$ cat config.mk
export PLATFORM = sky130hd
export DESIGN_NAME = burst_error_scheduler
export DESIGN_NICKNAME = d
export VERILOG_FILES = /design/src/rtl/burst_error_scheduler.sv
export SDC_FILE = /design/constraint.sdc
export NUM_CORES = 1
export LEC_CHECK = 0
export ABC_AREA = 1
export ABC_CLOCK_PERIOD_IN_PS = 2800
export BUFFER_PORTS_ARGS = -buffer_cell sky130_fd_sc_hd__buf_4
export CORE_ASPECT_RATIO = 1.5
export CORE_MARGIN = 1.5
export CORE_UTILIZATION = 30
export CTS_CLUSTER_SIZE = 10
export DETAILED_ROUTE_END_ITERATION = 7
export PLACE_DENSITY = 0.52
export RECOVER_POWER = 50
export SYNTH_ARGS = -nofsm -noshare
export SYNTH_HDL_FRONTEND = slang
export SYNTH_SLANG_ARGS = --single-unit
$ cat constraint.sdc
create_clock -name clk -period 2.8 [get_ports clk]
set_input_delay 0 -clock clk [delete_from_list [all_inputs] [get_ports clk]]
set_output_delay 0 -clock clk [all_outputs]
set_load 0.01 [all_outputs]
$ cat src/rtl/burst_error_scheduler.sv
// burst_error_scheduler
// ---------------------------------------------------------------------------
// Single-stage valid/ready pipe for 64-bit words. It can XOR a short burst
// error into selected words. A burst goes into one word out of every
// cfg_period accepted words. An LFSR supplies the burst position, the burst
// length and the interior bit pattern.
//
// Ports
//   clk              rising-edge clock
//   rst_n            asynchronous active-low reset
//   cfg_load         one-cycle pulse: load the LFSR seed and clear the period
//                    counter. No word is accepted in that cycle.
//   cfg_seed[15:0]   LFSR seed. A seed of 0 is replaced by 16'hACE1.
//   cfg_period[7:0]  inject one burst per cfg_period words (0 = pass-through)
//   in_valid/in_data/in_ready     upstream handshake
//   out_valid/out_data/out_ready  downstream handshake
//   out_err          the current output word carries a burst
//   out_burst_start  lowest flipped bit index (0 when out_err=0)
//   out_burst_len    burst span in bits, 2..7 (0 when out_err=0)
//   err_count        number of injected words accepted, saturating at FFFF
// ---------------------------------------------------------------------------
module burst_error_scheduler (
  input  logic        clk,
  input  logic        rst_n,
  input  logic        cfg_load,
  input  logic [15:0] cfg_seed,
  input  logic [7:0]  cfg_period,
  input  logic        in_valid,
  input  logic [63:0] in_data,
  output logic        in_ready,
  output logic        out_valid,
  output logic [63:0] out_data,
  input  logic        out_ready,
  output logic        out_err,
  output logic [5:0]  out_burst_start,
  output logic [2:0]  out_burst_len,
  output logic [15:0] err_count
);

  typedef enum logic {S_EMPTY = 1'b0, S_FULL = 1'b1} state_t;

  localparam logic [15:0] LFSR_DEFAULT = 16'hACE1;

  state_t      state_reg, state_next;
  logic [15:0] lfsr_reg;
  logic [7:0]  pcnt_reg;
  logic [63:0] out_data_reg;
  logic        out_err_reg;
  logic [5:0]  out_start_reg;
  logic [2:0]  out_len_reg;
  logic [15:0] err_count_reg;

  logic        accept;
  logic        inject;
  logic [15:0] lfsr_next;
  logic [2:0]  len_mod;
  logic [2:0]  burst_len;
  logic [2:0]  last_idx;
  logic [6:0]  burst_end;
  logic [5:0]  burst_start;
  logic [6:0]  burst_pat;
  logic [63:0] burst_mask;

  // in_ready is held low during reset. Without that term it would be high,
  // because out_valid is already cleared while rst_n is low.
  assign out_valid = (state_reg == S_FULL);
  assign in_ready  = rst_n && !cfg_load && (!out_valid || out_ready);
  assign accept    = in_valid && in_ready;

  // FSM: state register plus next-state logic
  always_ff @(posedge clk or negedge rst_n) begin
    if (!rst_n) state_reg <= S_EMPTY;
    else        state_reg <= state_next;
  end

  always_comb begin
    state_next = state_reg;
    case (state_reg)
      S_EMPTY: if (accept) state_next = S_FULL;
      S_FULL:  if (out_ready && !accept) state_next = S_EMPTY;
      default: state_next = S_EMPTY;
    endcase
  end

  // Burst fields come from the LFSR value before it advances.
  assign lfsr_next = {lfsr_reg[14:0],
                      lfsr_reg[15] ^ lfsr_reg[13] ^ lfsr_reg[12] ^ lfsr_reg[10]};
  assign len_mod   = (lfsr_reg[2:0] >= 3'd6) ? (lfsr_reg[2:0] - 3'd6) : lfsr_reg[2:0];
  assign burst_len = len_mod + 3'd2;
  assign last_idx  = burst_len - 3'd1;
  assign burst_end = {1'b0, lfsr_reg[8:3]} + {4'b0, burst_len};
  // Move the burst down so that it never wraps past bit 63.
  assign burst_start = (burst_end > 7'd64) ? 6'(7'd64 - {4'b0, burst_len})
                                           : lfsr_reg[8:3];

  // Burst pattern relative to the start bit. Both end bits are always set.
  // Interior bit k is taken from lfsr bit 9+k.
  genvar gi;
  generate
    for (gi = 0; gi < 7; gi++) begin : g_pat
      if (gi == 0) begin : g_first
        assign burst_pat[gi] = 1'b1;
      end else begin : g_rest
        assign burst_pat[gi] = (3'(gi) == last_idx) ||
                               ((3'(gi) < last_idx) && lfsr_reg[9+gi]);
      end
    end
  endgenerate

  assign burst_mask = {57'b0, burst_pat} << burst_start;
  assign inject     = (cfg_period != 8'd0) && (pcnt_reg == cfg_period - 8'd1);

  always_ff @(posedge clk or negedge rst_n) begin
    if (!rst_n) begin
      lfsr_reg      <= LFSR_DEFAULT;
      pcnt_reg      <= 8'd0;
      out_data_reg  <= 64'd0;
      out_err_reg   <= 1'b0;
      out_start_reg <= 6'd0;
      out_len_reg   <= 3'd0;
      err_count_reg <= 16'd0;
    end else begin
      if (cfg_load) begin
        lfsr_reg <= (cfg_seed == 16'd0) ? LFSR_DEFAULT : cfg_seed;
        pcnt_reg <= 8'd0;
      end else if (accept) begin
        // accept cannot be high while cfg_load is high, because in_ready
        // is gated by cfg_load.
        lfsr_reg <= lfsr_next;
        if (inject || (cfg_period == 8'd0)) pcnt_reg <= 8'd0;
        else                                pcnt_reg <= pcnt_reg + 8'd1;
        out_data_reg  <= in_data ^ (inject ? burst_mask : 64'd0);
        out_err_reg   <= inject;
        out_start_reg <= inject ? burst_start : 6'd0;
        out_len_reg   <= inject ? burst_len : 3'd0;
        if (inject && (err_count_reg != 16'hFFFF))
          err_count_reg <= err_count_reg + 16'd1;
      end
    end
  end

  assign out_data        = out_data_reg;
  assign out_err         = out_err_reg;
  assign out_burst_start = out_start_reg;
  assign out_burst_len   = out_len_reg;
  assign err_count       = err_count_reg;

endmodule

# Yosys cells after proc, flatten, opt, wreduce, memory -nomap -nowiden

Cells that the tools add are included.

Flip-flop bits (word level): 115

Equal/unequal tests: 8
Reduce and logical (&&, ||, !) cells: 29
Magnitude comparators: 8
Bitwise gates (word level): 6
Shift operators: 1
Muxes and demuxes: 14
Add/subtract/negate cells: 8

Operator list:

| operator                | count |
|---|---|
| $mux W64                | 1 |
| $shl A7 B6 Y64          | 1 |
| $xor A64 B64 Y64        | 1 |
| $mux W16                | 3 |
| $mux W8                 | 3 |
| $add A16 B1 Y16 const B | 1 |
| $logic_not A16 Y1       | 1 |
| $ne A16 B16 Y1 const B  | 1 |
| $logic_and A1 B1 Y1     | 12 |
| $mux W6                 | 2 |
| $eq A3 B3 Y1 const A    | 3 |
| $lt A3 B3 Y1 const A    | 3 |
| $add A8 B1 Y8 const B   | 1 |
| $eq A8 B8 Y1            | 1 |
| $logic_not A8 Y1        | 1 |
| $logic_or A1 B1 Y1      | 8 |
| $reduce_bool A8 Y1      | 1 |
| $sub A8 B1 Y8 const B   | 1 |
| $add A6 B3 Y7           | 1 |
| $gt A7 B7 Y1 const B    | 1 |
| $eq A2 B3 Y1 const A    | 2 |
| $lt A2 B3 Y1 const A    | 2 |
| $mux W3                 | 2 |
| $sub A1 B3 Y4 const A   | 1 |
| other kinds (14)        | 20 |

# Logic depth before layout (Yosys ltp)

Gate-level depths: netlist of the first run.

Depth in word-level cells: 10
Mapped depth: 28
Gate-level depth less buffers: 28

# Worst setup path after synthesis of the first run

Ideal clock, no wire load.

Path kind: reg-to-reg
Start: reg lfsr_reg[1]
End: reg out_data_reg[62] (netlist: out_data[62])
Arrival time: 2.657 ns
Library setup time: 0.117 ns
Slack: 0.026 ns
Path buffers: 0
Clock period less this slack: 2.774 ns
Stages on the path, launching flop included: 26
Cells stage by stage: dfrtp_1 > nand2_2 > inv_2 > ha_1 > ha_1 > inv_1 > a21oi_1 > nand2_1 > nand2_1 > nand2_2 > nand2_4 > nand2_4 > nand2_1 > nand2_2 > inv_2 > nand3_1 > nand2_2 > nand2_1 > nand2_2 > nand2_2 > inv_1 > nand2_1 > nand2_1 > nand2_1 > nand2_1 > nand2_1

Cells in the longest elaborated chain, start to end: 10
Elaborated cells on any way between the ends: 36
Classes of those cells: add/sub (5); order compare (8); eq/ne (6); shift (1); mux (3); bitwise (1); reduce/logical (12)

RTL lines:

| what                                                                  | RTL line | text |
|---|---|---|
| start: declaration                                                    | 45       | `logic [15:0] lfsr_reg;` |
| start signal: assignment                                              | 124      | `lfsr_reg <= (cfg_seed == 16'd0) ? LFSR_DEFAULT : cfg_seed;` |
| start signal: assignment                                              | 129      | `lfsr_reg <= lfsr_next;` |
| $sub A3 B3 Y3 or $ge A3 B3 Y1 (tied branches)                         | 88       | `assign len_mod = (lfsr_reg[2:0] >= 3'd6) ? (lfsr_reg[2:0] - 3'd6) : lfsr_reg[2:0];` |
| $mux W3 *                                                             | 88       |  |
| $add A3 B2 Y3 *                                                       | 89       | `assign burst_len = len_mod + 3'd2;` |
| parallel branches: the longest is 4 deep, another holds $add A6 B3 Y7 | -        |  |
| $shl A7 B6 Y64 *                                                      | 110      | `assign burst_mask = {57'b0, burst_pat} << burst_start;` |
| $mux W64 *                                                            | 132      | `out_data_reg <= in_data ^ (inject ? burst_mask : 64'd0);` |
| $xor A64 B64 Y64 *                                                    | 132      |  |
| end signal: assignment                                                | 132      |  |
| end: declaration                                                      | 47       | `logic [63:0] out_data_reg;` |

Mark *: on every way between the ends.
A chain may end at the register's enable or synchronous reset.

# Worst setup path in the final report of the first run

Start: reg lfsr_reg[1]
End: reg out_data_reg[10] (netlist: out_data[10])

The elaborated chain is that of the path after synthesis.

==> results by group, run 1 <==
Status
  – Outcome: complete, but fails checks
  – Violated checks: setup timing

Global routing
  – M2 GR Usage: 39.5%
  – Grt met3 use: 3.05%
  – Vias in the first global route: 8478
  – GR peak layer: met2
  – Total grt overflow: 0
  – Initial antenna violation count: 0
  – GRT Total Usage: 21.5%
  – Largest net degree at the start of global routing: 62
  – First-pass GRT wire length: 43700 um
  – Met1 Use GR: 24.1%

Floorplanning
  – Die height: 198 um
  – # IOs: 185
  – Die width: 133 um
  – Core area: 25000 um^2
  – Initial Util: 30.3%
  – DIE AREA: 26200 um^2
  – Row Count: 71

Placed design
  – Setup WS pre-CTS: -0.289 ns
  – Port Buf Inserts: 184
  – DP Cell Count: 1607
  – DP Wirelength: 20000 um
  – Gp weighted congestion: 0.862

Yosys
  – Library cells used by synthesis: 45
  – Synth warnings: 0
  – Cells after Synth: 1058
  – Post-synthesis sequential area ratio: 38.1%
  – Post-synthesis register bit count: 115
  – Synthesized area: 7570 um^2
  – Net Count, Synth: 1162
  – Synthesized area per cell: 7.16 um^2

Final layout
  – Post-Layout Cell Count: 1752
  – Antenna diodes: 0
  – Fin util: 47.4%
  – Area grow syn2layout: 56.4%
  – Layout cells sized above 1: 26.5%
  – Fillers: 2578
  – Number of flip-flops in the largest register: 64
  – Final net count: 1515

Worst setup path
  – Worst path arrival time: 3.19 ns
  – Worst setup EP type: flop
  – Kind of critical path: reg -> reg
  – Crit path required time: 3.12 ns
  – FF-to-FF setup slack: -0.07 ns
  – Crit path launch type: flop
  – Crit path max fanout: 5

Clock network
  – Htree depth: 4
  – CTS tree: built
  – # clock sinks: 115
  – Root Buffer: clkbuf_16
  – Clock buffer depth: 2
  – CTS Buf Count: 17
  – Clk slew on worst S/H paths: 0.06 ns
  – Clk_lat worst skew: 0.43 ns

Routing
  – Antenna Violating Nets Remaining: 0
  – DRT Pass-1 Iters: 5
  – DRC viols: 0
  – Vias: 8365
  – Vias per inst: 4.77
  – WL/cell: 15.7 um
  – Post-Route WL: 27400 um
  – First DRT Iteration DRCs: 387

Timing
  – Fmax: 348 MHz
  – RSZ-0062 raised after global routing: true
  – Count of final hold-check violations: 0
  – Setup ws final: -0.0722 ns
  – Slew Viols, Final: 0
  – Worst slew pin tran: 0.840 ns
  – Clk_skew: 0.00848 ns
  – Finish-stage setup viols: 27
  – Hold Slack: 0.0402 ns
  – Max-slew headroom: 44.0%
  – Crit path time final: 2.87 ns
  – Period utilization: 103%

Power and ir drop
  – Sequential share of power: 32.8%
  – Switching part of the total: 35.6%
  – Int Power: 0.00395 W
  – Combinational Power Share: 35.7%
  – P_sw: 0.00218 W
  – Clock group share of total power: 31.5%
  – Power per cell area: 518 nW/um^2
  – Final Power: 0.00614 W
  – Static leakage: 5.57 nW
  – Worst vdd ir: 0.480 mV

Flow run
  – Max-cap violation count: 0

Worst hold path
  – Hold Path Class: in -> reg
## layout by cell type, fill, tap and decap left out, types with 6 or more instances in the layout
master           n
buf_12           7
buf_4          166
buf_6           16
clkbuf_1       100
clkbuf_16       17
clkinv_2         6
dfrtp_1        107
dfstp_2          8
dlygate4sd3_1   95
ha_1             8
inv_1          103
inv_2           13
nand2_1        294
nand2_2         30
nand2_4         22
nand3_1        129
nand3_2         36
nand3_4         10
nand3b_1         7
nand4_1         53
nor2_1          29
nor2_2           7
nor2_4          10
nor3_1          10
nor4_1           7
o211ai_1         6
o21ai_0         26
o221ai_1         9
o22ai_1          8
xnor2_1         13
xor2_1          25
## kinds of logic (layout without fill, tap and decap cells)
kind of cell / Yosys count / in the layout / share of synthesized area [%]
xor gates and xnor gates: 40 / 40 / 4.81
AOI/OAI and AO/OA: 68 / 68 / 5.83
and+or+nand+nor: 658 / 658 / 40.5
adders and majority gates: 11 / 11 / 1.82
DFF: 115 / 115 / 38.1
buffers and inverters: 166 / 532 / 8.94
## synthesized netlist by cell type, drive strengths merged
cell type	instances	area, um^2
nand3	175	881
and3	2	12.5
clkbuf	18	67.6
a22oi	1	7.51
o211ai	6	45.0
xnor3	1	22.5
nand4	54	344
xor2	25	219
clkinv	2	7.51
nor2	47	225
and2	1	6.26
o21ai	32	179
buf	27	155
nand3b	7	52.6
dfrtp	107	2680
xnor2	14	123
nand2	349	1380
dfstp	8	210
o22ai	8	50.1
o31ai	1	7.51
ha	11	138
a21o	2	15.0
nor3	16	116
o221ai	9	78.8
a21oi	5	28.8
inv	119	447
nor4	7	43.8
o21bai	4	30.0
## worst max-delay path: stages (launching register included)
cell and delay, ns:
dfrtp_1 0.41, nand2_2 0.09, inv_2 0.05, ha_4 0.28, ha_4 0.21, buf_6 0.11
a21oi_4 0.13, nor2_4 0.07, buf_12 0.13, nand2_8 0.09, nand2_4 0.07, nand2_8 0.11
clkinvlp_4 0.14, nand2_1 0.17, nand3_4 0.11, o21ai_4 0.19, buf_6 0.15, nand4_1 0.07
nand3_1 0.10, nand2_1 0.06
## what timing repair did
action | in CTS | in global routing
setup endpoints to repair | 64 | 64
hold endpoints to repair | 127 | 0
hold buffers | 95 | 0
setup buffers | 16 | 1
pin swaps | 73 | 47
cloned | 1 | 0
gates resized for setup | 128 | 43
## area by class of cell
cell class / instances / area, um^2 / area share (%)
multi-input cells: 777 / 4680 / 39.5
flip-flops and latches: 115 / 2890 / 24.4
repair buffers: 378 / 2880 / 24.3
clock buffers: 26 / 479 / 4.05
inverters: 121 / 467 / 3.94
well taps: 328 / 410 / 3.47
clock inverters: 6 / 30.0 / 0.254
repair inverters: 1 / 7.51 / 0.0634
## final timing paths
path                               from            end  depth (start not counted)
max                         lfsr_reg[1]   out_data[10]                         19
min                            cfg_load    lfsr_reg[9]                          3
max reg2reg                 lfsr_reg[1]   out_data[10]                         19
min reg2reg                out_data[20]   out_data[20]                          2
max in group asynchronous         rst_n  err_count[15]                          4
min in group asynchronous         rst_n   out_data[46]                          3
## routing by layer
layer	wire length, um	share of wire, %	vias to the layer above
met2	14500	53	181
met1	11200	41	3932
li1	-	-	4205
met5	0	0	-
met3	844	3.1	47
met4	875	3.2	0
## through the flow
stage / TNS [ns] / cell area, um^2
floorplan: 0 / 7570
global placement: -7.89 / 9840
detailed placement: -9.43 / 9840
CTS: -0.360 / 12000
global route: -11.98 / 11800
finish: -0.851 / 11800
## power by group through the flow
stage	Combinational (W)	Clock [W]	Sequential (W)
floorplan	0.000820	0	0.00209
global placement	0.00182	0	0.00204
detailed placement	0.00183	0	0.00204
CTS	0.00226	0.00199	0.00202
global route	0.00239	0.00207	0.00204
finish	0.00219	0.00193	0.00201
Power figures use the tool's default switching activity.
==> run 2, diff against run 1 <==
Settings changed: SKIP_CTS_REPAIR_TIMING from default to 1.
==> results by group, run 2 (synthesis results as in run 1) <==
Worst setup path
  – WP buf/inv: 5 (unchanged)
  – Cell Chain, Critical Path: inv_2, nand2_2, inv_2, ha_4, ha_4, inv_2, a21oi_2, nand2_1, nand2_1, nand2_2, nand2_4, buf_6, nand4_4, nand2_4, nand3_4, nor2_1, buf_4, nand4_1, nand2_1, nand2_1, nand3_1, nand2_1 (was nand2_2, inv_2, ha_4, ha_4, buf_6, a21oi_4, nor2_4, buf_12, nand2_8, nand2_4, nand2_8, clkinvlp_4, nand2_1, nand3_4, o21ai_4, buf_6, nand4_1, nand3_1, nand2_1)
  – Reg2reg end: out_data[33] (was out_data[10])
  – Max incr delay on CP: 0.37 ns (was 0.41 ns)
  – Crit path max-delay cell type: dfrtp_1 (unchanged)
  – Crit path max fanout: 6 (was 5)
  – CP most frequent cell: nand2_1
  – FF-to-FF setup slack: -0.08 ns (was -0.07 ns)
  – Delay-heaviest family, CP: simple AND/OR/NAND/NOR gates (unchanged)
  – Worst setup EP type: flop (unchanged)
  – Crit path required time: 3.12 ns (about the same)
  – Crit path launch type: flop (unchanged)
  – R2R Path Start: lfsr_reg[2] (was lfsr_reg[1])
  – Worst-case reg-to-reg path depth: 22 (was 19)
  – Worst path arrival time: 3.20 ns (was 3.19 ns)
  – Kind of critical path: reg -> reg (unchanged)

Routing
  – First DRT Iteration DRCs: 337 (was 387)
  – Post-Route WL: 27400 um (about the same)
  – Vias per inst: 4.75 (was 4.77)
  – Antenna Violating Nets Remaining: 0 (unchanged)
  – DRC viols: 0 (unchanged)
  – DRT Pass-1 Iters: 7 (was 5)
  – Vias: 8328 (was 8365)
  – WL/cell: 15.6 um (was 15.7 um)

Final layout
  – Layout cells sized above 1: 26.4% (was 26.5%)
  – Number of flip-flops in the largest register: 64 (unchanged)
  – Antenna diodes: 0 (unchanged)
  – Fillers: 2592 (was 2578)
  – Post-Layout Cell Count: 1753 (was 1752)
  – Register area: 2890 um^2 (unchanged)
  – Area taken by multi-input logic gates: 4550 um^2 (was 4680 um^2)
  – Commonest non-fill, non-tap cells in the layout: nand2_1 (297), buf_4 (189), nand3_1 (145) (was nand2_1 (294), buf_4 (166), nand3_1 (129))
  – Most common cell after layout, fill and taps aside: nand2_1 (unchanged)
  – Final net count: 1516 (was 1515)
  – Area grow syn2layout: 55.6% (was 56.4%)

Timing
  – Crit path time final: 2.88 ns (was 2.87 ns)
  – Setup ws final: -0.0836 ns (was -0.0722 ns)
  – Max-slew headroom: 31.1% (was 44.0%)
  – Clk_skew: 0.00663 ns (was 0.00848 ns)
  – Hold Slack: -0.0300 ns (was 0.0402 ns)
  – Finish-stage setup viols: 48 (was 27)
  – RSZ-0062 raised after global routing: true (unchanged)
  – Count of final hold-check violations: 1 (was 0)
  – Worst slew pin tran: 1.03 ns (was 0.840 ns)
  – Slew Viols, Final: 0 (unchanged)
  – Fmax: 347 MHz (was 348 MHz)
  – Period utilization: 103% (about the same)

Global routing
  – GRT Total Usage: 20.4% (was 21.5%)
  – Initial antenna violation count: 0 (unchanged)
  – First-pass GRT wire length: 41100 um (was 43700 um)
  – Total grt overflow: 0 (unchanged)
  – Vias in the first global route: 7787 (was 8478)
  – Largest net degree at the start of global routing: 62 (unchanged)

Floorplanning
  – Die width: 133 um (unchanged)
  – Die height: 198 um (unchanged)
  – Row Count: 71 (unchanged)
  – Initial Util: 30.3% (unchanged)
  – DIE AREA: 26200 um^2 (unchanged)
  – Core area: 25000 um^2 (unchanged)
  – # IOs: 185 (unchanged)

Placed design
  – Setup WS pre-CTS: -0.289 ns (unchanged)
  – DP Cell Count: 1607 (unchanged)
  – Gp weighted congestion: 0.862 (unchanged)
  – DP Wirelength: 20000 um (unchanged)
  – Port Buf Inserts: 184 (unchanged)

Flow run
  – Max-cap violation count: 0 (unchanged)

Clock network
  – Clock buffer depth: 2 (unchanged)
  – Root Buffer: clkbuf_16 (unchanged)
  – Clk slew on worst S/H paths: 0.06 ns (about the same)
  – Htree depth: 4 (unchanged)
  – CTS tree: built (unchanged)
  – Clk_lat worst skew: 0.43 ns (about the same)
  – CTS Buf Count: 17 (unchanged)
  – # clock sinks: 115 (unchanged)

Power and ir drop
  – Worst vdd ir: 0.478 mV (was 0.480 mV)
  – Switching part of the total: 35.3% (was 35.6%)
  – Sequential share of power: 33.1% (was 32.8%)
  – P_sw: 0.00215 W (was 0.00218 W)
  – Combinational Power Share: 34.9% (was 35.7%)
  – Int Power: 0.00393 W (was 0.00395 W)
  – Static leakage: 5.65 nW (was 5.57 nW)
  – Power per cell area: 516 nW/um^2 (was 518 nW/um^2)
  – Clock group share of total power: 32.0% (was 31.5%)

Worst hold path
  – Hold Path Depth: 3 (unchanged)
  – Hold Path Class: in -> reg (unchanged)
  – Hold worst-path end: lfsr_reg[7] (was lfsr_reg[9])
  – Min-delay src: cfg_load (unchanged)

Status
  – Outcome: complete, but fails checks (unchanged)
  – Violated checks: hold timing, setup timing (was setup timing)
==> run 2: through the flow <==
step / cell area (um^2) / hold slack (ns) / total power, W / setup TNS [ns] / util [%]
final: 11800 / -0.0300 / 0.00607 / -1.66 / 47.2
after detailed placement: 9840 / -0.108 / 0.00388 / -9.43 / 39.4
after global placement: 9840 / -0.106 / 0.00387 / -7.89 / 39.4
after CTS: 10300 / -0.570 / 0.00585 / -11.13 / 41.5
after floorplan: 7570 / -0.296 / 0.00291 / 0 / -
after global routing: 11800 / 0.00334 / 0.00643 / -17.47 / 47.2
==> run 2: area by class of cell <==
cell class / instances / area share (%)
inverter: 121 / 3.98
tap: 328 / 3.48
clock buffer: 26 / 4.07
timing repair inverter: 1 / 0.0531
timing repair buffer: 379 / 25.0
multi-input combinational: 777 / 38.6
sequential: 115 / 24.5
clock inverter: 6 / 0.255
==> run 2: power groups by stage <==
stage / Combinational, W / Clock (W) / Sequential [W]
after global routing: 0.00232 / 0.00207 / 0.00204
after detailed placement: 0.00183 / 0 / 0.00204
final: 0.00212 / 0.00194 / 0.00201
after global placement: 0.00182 / 0 / 0.00204
after CTS: 0.00184 / 0.00199 / 0.00202
after floorplan: 0.000820 / 0 / 0.00209
==> run 2: worst min-delay path, cell delays in order <==
cell and delay (ns):
buf_4 0.16, o21ai_0 0.10, o221ai_1 0.12
==> run 2: layer usage <==
layer  part of all wire (%)  up-vias  track usage (%)
met5                      0        -                0
met4                    3.7        0             11.6
met3                    3.4       49             3.23
met2                     53      186             36.3
met1                     40     3892             23.2
li1                       -     4201                -
==> run 2: how the worst max path moves through the flow <==
| stage | start | endpoint | slack (ns) | cells after the start |
|---|---|---|---|---|
| final | lfsr_reg[2] | out_data[33] | -0.08 | 22 |
| after global routing | lfsr_reg[2] | out_data[33] | -0.33 | 22 |
| after CTS | lfsr_reg[1] | out_data[40] | -0.31 | 21 |
| after detailed placement | lfsr_reg[1] | out_data[40] | -0.29 | 21 |
| after global placement | lfsr_reg[1] | out_data[40] | -0.23 | 21 |
| after floorplan | lfsr_reg[1] | out_data[62] | 0.03 | 25 |
